===== src/rtl/encrypt_feeder.sv =====
// Feeder around a fixed-latency, non-stallable block cipher: input FIFO, credit-limited
// issue, in-flight tracking shift register and an output FIFO that can never overflow.
module encrypt_feeder #(
  parameter int N_B       = 16,
  parameter int N_K       = 16,
  parameter int LAT       = 9,
  parameter int IN_DEPTH  = 4,
  parameter int OUT_DEPTH = 8
) (
  input  logic           clk,
  input  logic           rst_n,
  input  logic           in_valid,
  output logic           in_ready,
  input  logic [N_K-1:0] in_k,
  input  logic [N_B-1:0] in_m,
  output logic [N_K-1:0] enc_k,
  output logic [N_B-1:0] enc_m,
  output logic           enc_issue,
  input  logic [N_B-1:0] enc_c,
  output logic           out_valid,
  input  logic           out_ready,
  output logic [N_B-1:0] out_c,
  output logic           busy
);

  localparam int IAW = $clog2(IN_DEPTH);
  localparam int OAW = $clog2(OUT_DEPTH);
  localparam int ICW = IAW + 1;
  localparam int OCW = OAW + 1;

  logic [N_K-1:0] in_k_mem_q [IN_DEPTH];
  logic [N_B-1:0] in_m_mem_q [IN_DEPTH];
  logic [N_B-1:0] out_mem_q  [OUT_DEPTH];

  logic [IAW-1:0] in_wr_q, in_wr_d, in_rd_q, in_rd_d;
  logic [ICW-1:0] in_cnt_q, in_cnt_d;
  logic [OAW-1:0] out_wr_q, out_wr_d, out_rd_q, out_rd_d;
  logic [OCW-1:0] out_cnt_q, out_cnt_d;
  logic [OCW-1:0] inflight_q, inflight_d;
  logic [LAT-1:0] sr_q, sr_d;
  logic [N_K-1:0] enc_k_q, enc_k_d;
  logic [N_B-1:0] enc_m_q, enc_m_d;
  logic           enc_issue_q, enc_issue_d;
  logic [N_B-1:0] out_c_q, out_c_d;

  logic           push, issue, capture, out_pop, credit_ok;
  logic [OCW:0]   occupied;

  assign in_ready  = (in_cnt_q != ICW'(IN_DEPTH));
  assign out_valid = (out_cnt_q != '0);
  assign push      = in_valid && in_ready;
  assign out_pop   = out_valid && out_ready;
  assign capture   = sr_q[LAT-1];

  // Every block in flight or waiting downstream holds a reserved output slot.
  assign occupied  = {1'b0, out_cnt_q} + {1'b0, inflight_q};
  assign credit_ok = (occupied < (OCW + 1)'(OUT_DEPTH));
  assign issue     = (in_cnt_q != '0) && credit_ok;

  always_comb begin
    in_wr_d     = in_wr_q;
    in_rd_d     = in_rd_q;
    in_cnt_d    = in_cnt_q;
    enc_k_d     = enc_k_q;
    enc_m_d     = enc_m_q;
    enc_issue_d = issue;
    sr_d        = LAT'({sr_q, enc_issue_q});
    inflight_d  = inflight_q;

    if (push) in_wr_d = in_wr_q + IAW'(1);
    if (issue) begin
      in_rd_d = in_rd_q + IAW'(1);
      enc_k_d = in_k_mem_q[in_rd_q];
      enc_m_d = in_m_mem_q[in_rd_q];
    end
    case ({push, issue})
      2'b10:   in_cnt_d = in_cnt_q + ICW'(1);
      2'b01:   in_cnt_d = in_cnt_q - ICW'(1);
      default: in_cnt_d = in_cnt_q;
    endcase
    case ({issue, capture})
      2'b10:   inflight_d = inflight_q + OCW'(1);
      2'b01:   inflight_d = inflight_q - OCW'(1);
      default: inflight_d = inflight_q;
    endcase
  end

  always_comb begin
    out_wr_d  = out_wr_q;
    out_rd_d  = out_rd_q;
    out_cnt_d = out_cnt_q;
    out_c_d   = out_c_q;

    if (capture) out_wr_d = out_wr_q + OAW'(1);
    if (out_pop) out_rd_d = out_rd_q + OAW'(1);
    case ({capture, out_pop})
      2'b10:   out_cnt_d = out_cnt_q + OCW'(1);
      2'b01:   out_cnt_d = out_cnt_q - OCW'(1);
      default: out_cnt_d = out_cnt_q;
    endcase

    // Next head is the incoming ciphertext only when it lands in the head slot.
    if (capture && (out_wr_q == out_rd_d)) begin
      out_c_d = enc_c;
    end else if (out_cnt_d != '0) begin
      out_c_d = out_mem_q[out_rd_d];
    end
  end

  always_ff @(posedge clk or negedge rst_n) begin
    if (!rst_n) begin
      in_wr_q     <= '0;
      in_rd_q     <= '0;
      in_cnt_q    <= '0;
      out_wr_q    <= '0;
      out_rd_q    <= '0;
      out_cnt_q   <= '0;
      inflight_q  <= '0;
      sr_q        <= '0;
      enc_k_q     <= '0;
      enc_m_q     <= '0;
      enc_issue_q <= 1'b0;
      out_c_q     <= '0;
    end else begin
      in_wr_q     <= in_wr_d;
      in_rd_q     <= in_rd_d;
      in_cnt_q    <= in_cnt_d;
      out_wr_q    <= out_wr_d;
      out_rd_q    <= out_rd_d;
      out_cnt_q   <= out_cnt_d;
      inflight_q  <= inflight_d;
      sr_q        <= sr_d;
      enc_k_q     <= enc_k_d;
      enc_m_q     <= enc_m_d;
      enc_issue_q <= enc_issue_d;
      out_c_q     <= out_c_d;
    end
  end

  // FIFO storage carries data only; validity lives in the pointers and counts.
  always_ff @(posedge clk) begin
    if (push) begin
      in_k_mem_q[in_wr_q] <= in_k;
      in_m_mem_q[in_wr_q] <= in_m;
    end
    if (capture) out_mem_q[out_wr_q] <= enc_c;
  end

  assign enc_k     = enc_k_q;
  assign enc_m     = enc_m_q;
  assign enc_issue = enc_issue_q;
  assign out_c     = out_c_q;
  assign busy      = (in_cnt_q != '0) || (inflight_q != '0) || (out_cnt_q != '0);

endmodule


===== config.mk =====
export PLATFORM = sky130hd
export DESIGN_NAME = encrypt_feeder
export DESIGN_NICKNAME = d
export VERILOG_FILES = /design/src/rtl/encrypt_feeder.sv
export SDC_FILE = /design/constraint.sdc
export NUM_CORES = 1
export LEC_CHECK = 0
export ABC_AREA = 1
export BUFFER_PORTS_ARGS = -buffer_cell sky130_fd_sc_hd__buf_2
export CAP_MARGIN = 20
export CORE_MARGIN = 5
export CORE_UTILIZATION = 30
export CTS_BUF_LIST = sky130_fd_sc_hd__clkbuf_8
export DETAILED_ROUTE_END_ITERATION = 6
export GPL_TIMING_DRIVEN = 0
export SYNTH_ARGS = -nofsm -noshare
export SYNTH_HDL_FRONTEND = slang
export SYNTH_SLANG_ARGS = --single-unit

===== constraint.sdc =====
create_clock -name clk -period 6.7 [get_ports clk]
set_input_delay 0.67 -clock clk [delete_from_list [all_inputs] [get_ports clk]]
set_output_delay 0.67 -clock clk [all_outputs]
set_load 0.1 [all_outputs]

[After elaboration in Yosys (flattened, before gate mapping)]
Memories as Yosys holds them, arrays and structs flattened. A register that Yosys moved wholly into a read port is not among the register bits.
Index checks and enable logic that the tools add are counted.
Storage, ports and cells
  register bits after elaboration: 31
  bits in latches: 0
  memory bits (writable): 256
  ROM bits: 0
  bits of input ports: 52
  output and inout port bits: 52
  logic and storage cells: 56
  memories: 3
Cells by class
  $add $sub $neg: 11
  multiply operators: 0
  divide/modulo/power cells: 0
  magnitude comparators: 1
  equal/unequal tests: 8
  shift-type cells: 0
  muxes and demuxes: 8
  bitwise gates (word level): 0
  reductions and logical operators: 16
Memory list
  out_mem_q: words 8, width 16, read ports 1, clocked after memory_dff 1, write ports 1, line 33  | logic [N_B-1:0] out_mem_q [OUT_DEPTH];
  in_k_mem_q: words 4, width 16, read ports 1, clocked after memory_dff 1, write ports 1, line 31  | logic [N_K-1:0] in_k_mem_q [IN_DEPTH];
  in_m_mem_q: words 4, width 16, read ports 1, clocked after memory_dff 1, write ports 1, line 32  | logic [N_B-1:0] in_m_mem_q [IN_DEPTH];
Operator list (number)
  $pmux W4 S2: 2
  $reduce_bool A4 Y1: 3
  $add A3 B1 Y3 const B: 3
  $add A4 B1 Y4 const B: 2
  $sub A4 B1 Y4 const B: 2
  $eq A2 B1 Y1 const B: 3
  $eq A2 B2 Y1 const B: 3
  $pmux W3 S2: 1
  $reduce_bool A2 Y1: 3
  $add A4 B4 Y5: 1
  $lt A5 B4 Y1 const B: 1
  $add A2 B1 Y2 const B: 2
  $logic_and A1 B1 Y1: 4
  $mux W1: 4
  $eq A3 B3 Y1: 1
  $logic_not A1 Y1: 3
  $mux W3: 1
  $ne A3 B3 Y1 const B: 1
  $reduce_bool A3 Y1: 1
  $sub A3 B1 Y3 const B: 1
  $logic_or A1 B1 Y1: 2

[Depth between registers and ports, before layout]
  depth after elaboration: 6
  depth in mapped cells: 20
  gate-level depth less buffers: 19

[Worst setup path before layout]
No wires, ideal clock.
  path kind: flip-flop to flip-flop
  start point: register in_cnt_q[1]
  end point: memory in_k_mem_q[0][0] (enable)
  library setup time: 421 ps
  arrival time: 3000 ps
  required time: 6279 ps
  setup slack: 3279 ps
  cell stages (with the launch flop): 5
  buffers on the path: 0
  period minus slack after synthesis: 3421 ps
  cell sequence: dfrtp_1 > inv_1 > nand3_1 > nand2_1 > nor2_1
On the way
  word-level cells in the longest chain between the ends: 4
Ends and longest elaborated chain
  start: declaration: line 36  | logic [ICW-1:0] in_cnt_q, in_cnt_d;
  start signal: assignment: line 127  | in_cnt_q <= in_cnt_d;
  $ne A3 B3 Y1: line 49  | assign in_ready = (in_cnt_q != ICW'(IN_DEPTH));
  named net in_ready: line 13  | output logic in_ready,
  $logic_and A1 B1 Y1: line 51  | assign push = in_valid && in_ready;
  $mux W1: line 142  | if (push) begin
  $mux W1 (implied by the code): line 143  | in_k_mem_q[in_wr_q] <= in_k;
  end: declaration: line 31
The timed path passes the listed nets, and every way through them passes these cells.

[Worst setup path after layout]
  start point: register out_cnt_q[3]
  end point: register in_cnt_q[2]
On the way
  word-level cells in the longest chain between the ends: 5
  elaborated cells on any way between the ends: 7
  classes of those cells: add/sub (1); order compare (1); eq/ne (2); mux (1); reduce/logical (2)
Ends and longest elaborated chain
  start: declaration: line 38  | logic [OCW-1:0] out_cnt_q, out_cnt_d;
  start signal: assignment: line 130  | out_cnt_q <= out_cnt_d;
  $add A4 B4 Y5 *: line 56  | assign occupied = {1'b0, out_cnt_q} + {1'b0, inflight_q};
  $lt A5 B4 Y1 *: line 57  | assign credit_ok = (occupied < (OCW + 1)'(OUT_DEPTH));
  $logic_and A1 B1 Y1 *: line 58  | assign issue = (in_cnt_q != '0) && credit_ok;
  named net enc_issue_d: line 43  | logic enc_issue_q, enc_issue_d;
  $eq A2 B1 Y1 / $eq A2 B2 Y1 (equally long branches): line 76  | case ({push, issue})
  $pmux W3 S2 / $reduce_bool A2 Y1 (equally long branches)
The timed path passes the listed nets; every way through them passes the cells marked *.
A chain may end at the register's enable or synchronous reset.

==> key figures <==
STA
  • Slew at the pin closest to its max-slew limit: 0.9022 ns
  • Max-slew headroom at the worst pin: 39.79%
  • Minimum clock period after layout: 3.661 ns
  • Maximum clock frequency: 273.2 MHz
  • Setup-failing EPs final: 0
  • Post-route fraction of the period consumed by the critical path: 54.64%
  • Clock Skews: 0.01916 ns
  • Final hold vios: 0
  • Final number of max-transition violations: 0
  • Unrepaired setup endpoints after global routing: no
  • Setup TNS: 0 ns

Placement
  • Detailed Place HPWL: 24050 microns
  • Number of port buffers: 103
  • Cell area after placement: 15630 sq um
  • Weighted congestion reported at the end of routability-driven placement: 0.7790
  • Placed cell count: 2028

CTS
  • CTS max path bufs: 3
  • Number of gates resized after CTS: 0
  • Hold bufs inserted after CTS: 1
  • CTS tree: done
  • Number of buffers inserted by post-CTS setup repair: 0
  • Clock Root Buffer: sky130_fd_sc_hd__clkbuf_8
  • Clock sinks: 335
  • Number of buffers created by CTS: 53
  • Clock network latency to the later pin of the worst-skew pair: 0.59 ns
  • Clock Pin Slew Worst Setup and Hold Paths: 0.06 ns
  • Max H-tree Level: 2

Setup path
  • Critical Path Sink Type: register
  • Critical Setup Path Class: register to register
  • Critical path required time: 7.18 ns
  • Maximum net fanout on the critical path: 11
  • Arrival time of data at the critical path endpoint: 4.14 ns
  • Category of the worst setup path launch point: register

Logic synthesis
  • Netlist area before placement: 14060 sq um
  • Number of cells produced by synthesis: 1306
  • Post-synthesis sequential area ratio: 68.74%
  • Synth Flop Type: sky130_fd_sc_hd__edfxtp_1
  • Synthesized flop and latch total: 335
  • EDFF count, synth: 256
  • Avg Synthesized Cell Area: 10.77 sq um
  • Yosys warnings: 0
  • Yosys top cell by area: sky130_fd_sc_hd__edfxtp_1
  • Net count of the mapped netlist: 1376
  • Count of cell types in the netlist: 32
  • Most area-consuming cells after synthesis: sky130_fd_sc_hd__edfxtp_1 55%, sky130_fd_sc_hd__dfrtp_1 14%, sky130_fd_sc_hd__nor2_1 7.1%
  • Area fraction of the dominant cell type after synthesis: 54.68%
  • Share of async-settable or async-resettable flops after synthesis: 23.58%

Floorplanning
  • Overall die height: 226.5 microns
  • Number of ports placed on the die boundary: 104
  • Horizontal die dimension: 226.5 microns
  • Initial cell density of the core: 30.26%
  • Floorplan die area: 51300 sq um
  • Total number of placement rows: 79
  • Core area: 46460 sq um

Worst hold path
  • Hold Path Class: input pin to register

GRT
  • Number of antenna violations at the first check in global routing: 8
  • Final global-route overflow total: 0
  • Global-route usage over all layers: 13.88%
  • Via count of the first global-routing pass: 9784
  • Global-route wire length before repair: 55500 microns
  • Pin count of the biggest net entering global routing: 61

Outcome
  • Outcome: complete, no violations

Final layout
  • Post-layout net count: 1547
  • Layout area overhead: 18.45%
  • Area of all placed cells without fillers: 16650 sq um
  • Finished Layout Cells: 2128
  • Share of post-route cells with drive strength above 1: 15.28%

Routing
  • DRT antenna net count: 0
  • Vias after detailed routing: 9722
  • Detailed-routing iteration count for the pre-antenna-repair pass: 5
  • Detail-routed net length per standard cell: 16.68 microns
  • Via density per instance: 4.569
  • Sum of routed wire length over all layers: 35500 microns
  • Iteration-0 DRC Markers: 691
  • Remaining routing DRC violations: 0

Flow run
  • Number of violations of the max-capacitance limit: 0
==> area by class of cell <==
type / count / area, sq um
Antenna cell: 3 / 7.507
Buffer: 60 / 264.0
Clock buffer: 63 / 867.1
Clock inverter: 33 / 138.9
Fill cell: 4629 / 29800
Inverter: 162 / 608.1
Multi-Input combinational cell: 749 / 3573
Sequential cell: 335 / 9664
Tap cell: 607 / 759.5
Timing Repair Buffer: 116 / 770.7
==> cell usage in the layout (no fill, tap or decap), drive strengths merged <==
cell type / n
nor2: 269
edfxtp: 256
inv: 184
nand2: 183
buf: 139
nand3: 138
clkbuf: 99
dfrtp: 79
o21ai: 72
a31oi: 32
nand4: 17
ha: 16
clkinv: 8
xor2: 5
xnor2: 4
diode: 3
a21oi: 3
clkinvlp: 3
nor3: 2
nand3b: 2
fa: 2
nor4: 1
or2: 1
o211ai: 1
a211oi: 1
dlygate4sd3: 1
==> metal layers <==
layer	vias to the layer above	track usage, %	wire length [microns]
met5	-	0	55
met1	4612	18.05	15030
li1	4702	-	-
met2	327	23.24	16900
met3	71	3.509	2812
met4	10	3.784	700
==> path summary, 6_finish.rpt <==
path / slack [ns] / cells after the start / end / from
worst max-delay path: 3.04 / 12 / in_cnt_q[2]$_DFFE_PN0P_ / out_cnt_q[3]$_DFF_PN0_
worst min-delay path: 0.29 / 1 / in_m_mem_q[3][5]$_DFFE_PP_ / in_m[5]
worst max register to register: 3.04 / 12 / in_cnt_q[2]$_DFFE_PN0P_ / out_cnt_q[3]$_DFF_PN0_
worst min register to register: 0.34 / 0 / sr_q[3]$_DFF_PN0_ / sr_q[2]$_DFF_PN0_
max in group asynchronous: 5.50 / 3 / out_c[8]$_DFFE_PN0P_ / rst_n
min in group asynchronous: 0.53 / 2 / enc_m[6]$_DFFE_PN0P_ / rst_n
==> logic make-up after synthesis <==
| group | share of synthesized area, % |
|---|---|
| and+or+nand+nor | 18.59 |
| AOI/OAI and AO/OA | 4.200 |
| buffers and inverters | 6.203 |
| adders and majority gates | 1.709 |
| DFF | 68.74 |
| xor gates and xnor gates | 0.5606 |
==> through the flow <==
| step | setup WS [ns] | utilization [%] | hold slack, ns |
|---|---|---|---|
| final | 3.039 | 35.85 | 0.2900 |
| after global routing | 2.771 | 35.83 | 0.2564 |
| after CTS | 3.058 | 35.83 | 0.2442 |
| after detailed placement | 3.062 | 33.64 | 0.3356 |
| after global placement | 2.588 | 33.01 | 0.3347 |
| after floorplan | 3.279 | - | 0.3312 |
==> sequential cells by signal, indices dropped and copies added (netlist names) <==
signal and cells:
out_mem_q 128, in_m_mem_q 64, out_wr_q 3, enc_m 16, inflight_q 4, enc_issue 1
out_c 16, in_rd_q 2, sr_q 9, out_rd_q 3, out_cnt_q 4, in_k_mem_q 64
enc_k 16, in_wr_q 2, in_cnt_q 3
==> critical path, cell delays in order (launching register included) <==
cell and delay (ns):
sky130_fd_sc_hd__dfrtp_1 0.41, sky130_fd_sc_hd__ha_1 0.30, sky130_fd_sc_hd__nor4_1 0.29, sky130_fd_sc_hd__nand2_1 0.21
sky130_fd_sc_hd__inv_1 0.16, sky130_fd_sc_hd__clkbuf_1 0.42, sky130_fd_sc_hd__clkbuf_1 0.66, sky130_fd_sc_hd__ha_1 0.26
sky130_fd_sc_hd__inv_1 0.07, sky130_fd_sc_hd__fa_1 0.38, sky130_fd_sc_hd__a21oi_1 0.15, sky130_fd_sc_hd__o21ai_0 0.11
sky130_fd_sc_hd__xnor2_1 0.13
==> synthesized netlist by cell type (2+ instances only) <==
| library cell | instances |
|---|---|
| sky130_fd_sc_hd__nand2_2 | 5 |
| sky130_fd_sc_hd__buf_6 | 2 |
| sky130_fd_sc_hd__xnor2_1 | 4 |
| sky130_fd_sc_hd__xor2_1 | 5 |
| sky130_fd_sc_hd__edfxtp_1 | 256 |
| sky130_fd_sc_hd__a21oi_1 | 3 |
| sky130_fd_sc_hd__buf_1 | 5 |
| sky130_fd_sc_hd__ha_1 | 16 |
| sky130_fd_sc_hd__nand2_1 | 173 |
| sky130_fd_sc_hd__inv_1 | 161 |
| sky130_fd_sc_hd__nand3_1 | 135 |
| sky130_fd_sc_hd__dfrtp_1 | 79 |
| sky130_fd_sc_hd__nand2_4 | 5 |
| sky130_fd_sc_hd__nor2_1 | 267 |
| sky130_fd_sc_hd__nand4_1 | 17 |
| sky130_fd_sc_hd__nand3_2 | 2 |
| sky130_fd_sc_hd__nor3_1 | 2 |
| sky130_fd_sc_hd__o21ai_0 | 72 |
| sky130_fd_sc_hd__a31oi_1 | 32 |
| sky130_fd_sc_hd__nand3b_1 | 2 |
| sky130_fd_sc_hd__clkbuf_1 | 36 |
| sky130_fd_sc_hd__fa_1 | 2 |
| sky130_fd_sc_hd__buf_2 | 16 |
Power is not shown: default switching activity piles up to over one toggle a cycle in this logic, so the estimate is an artifact.
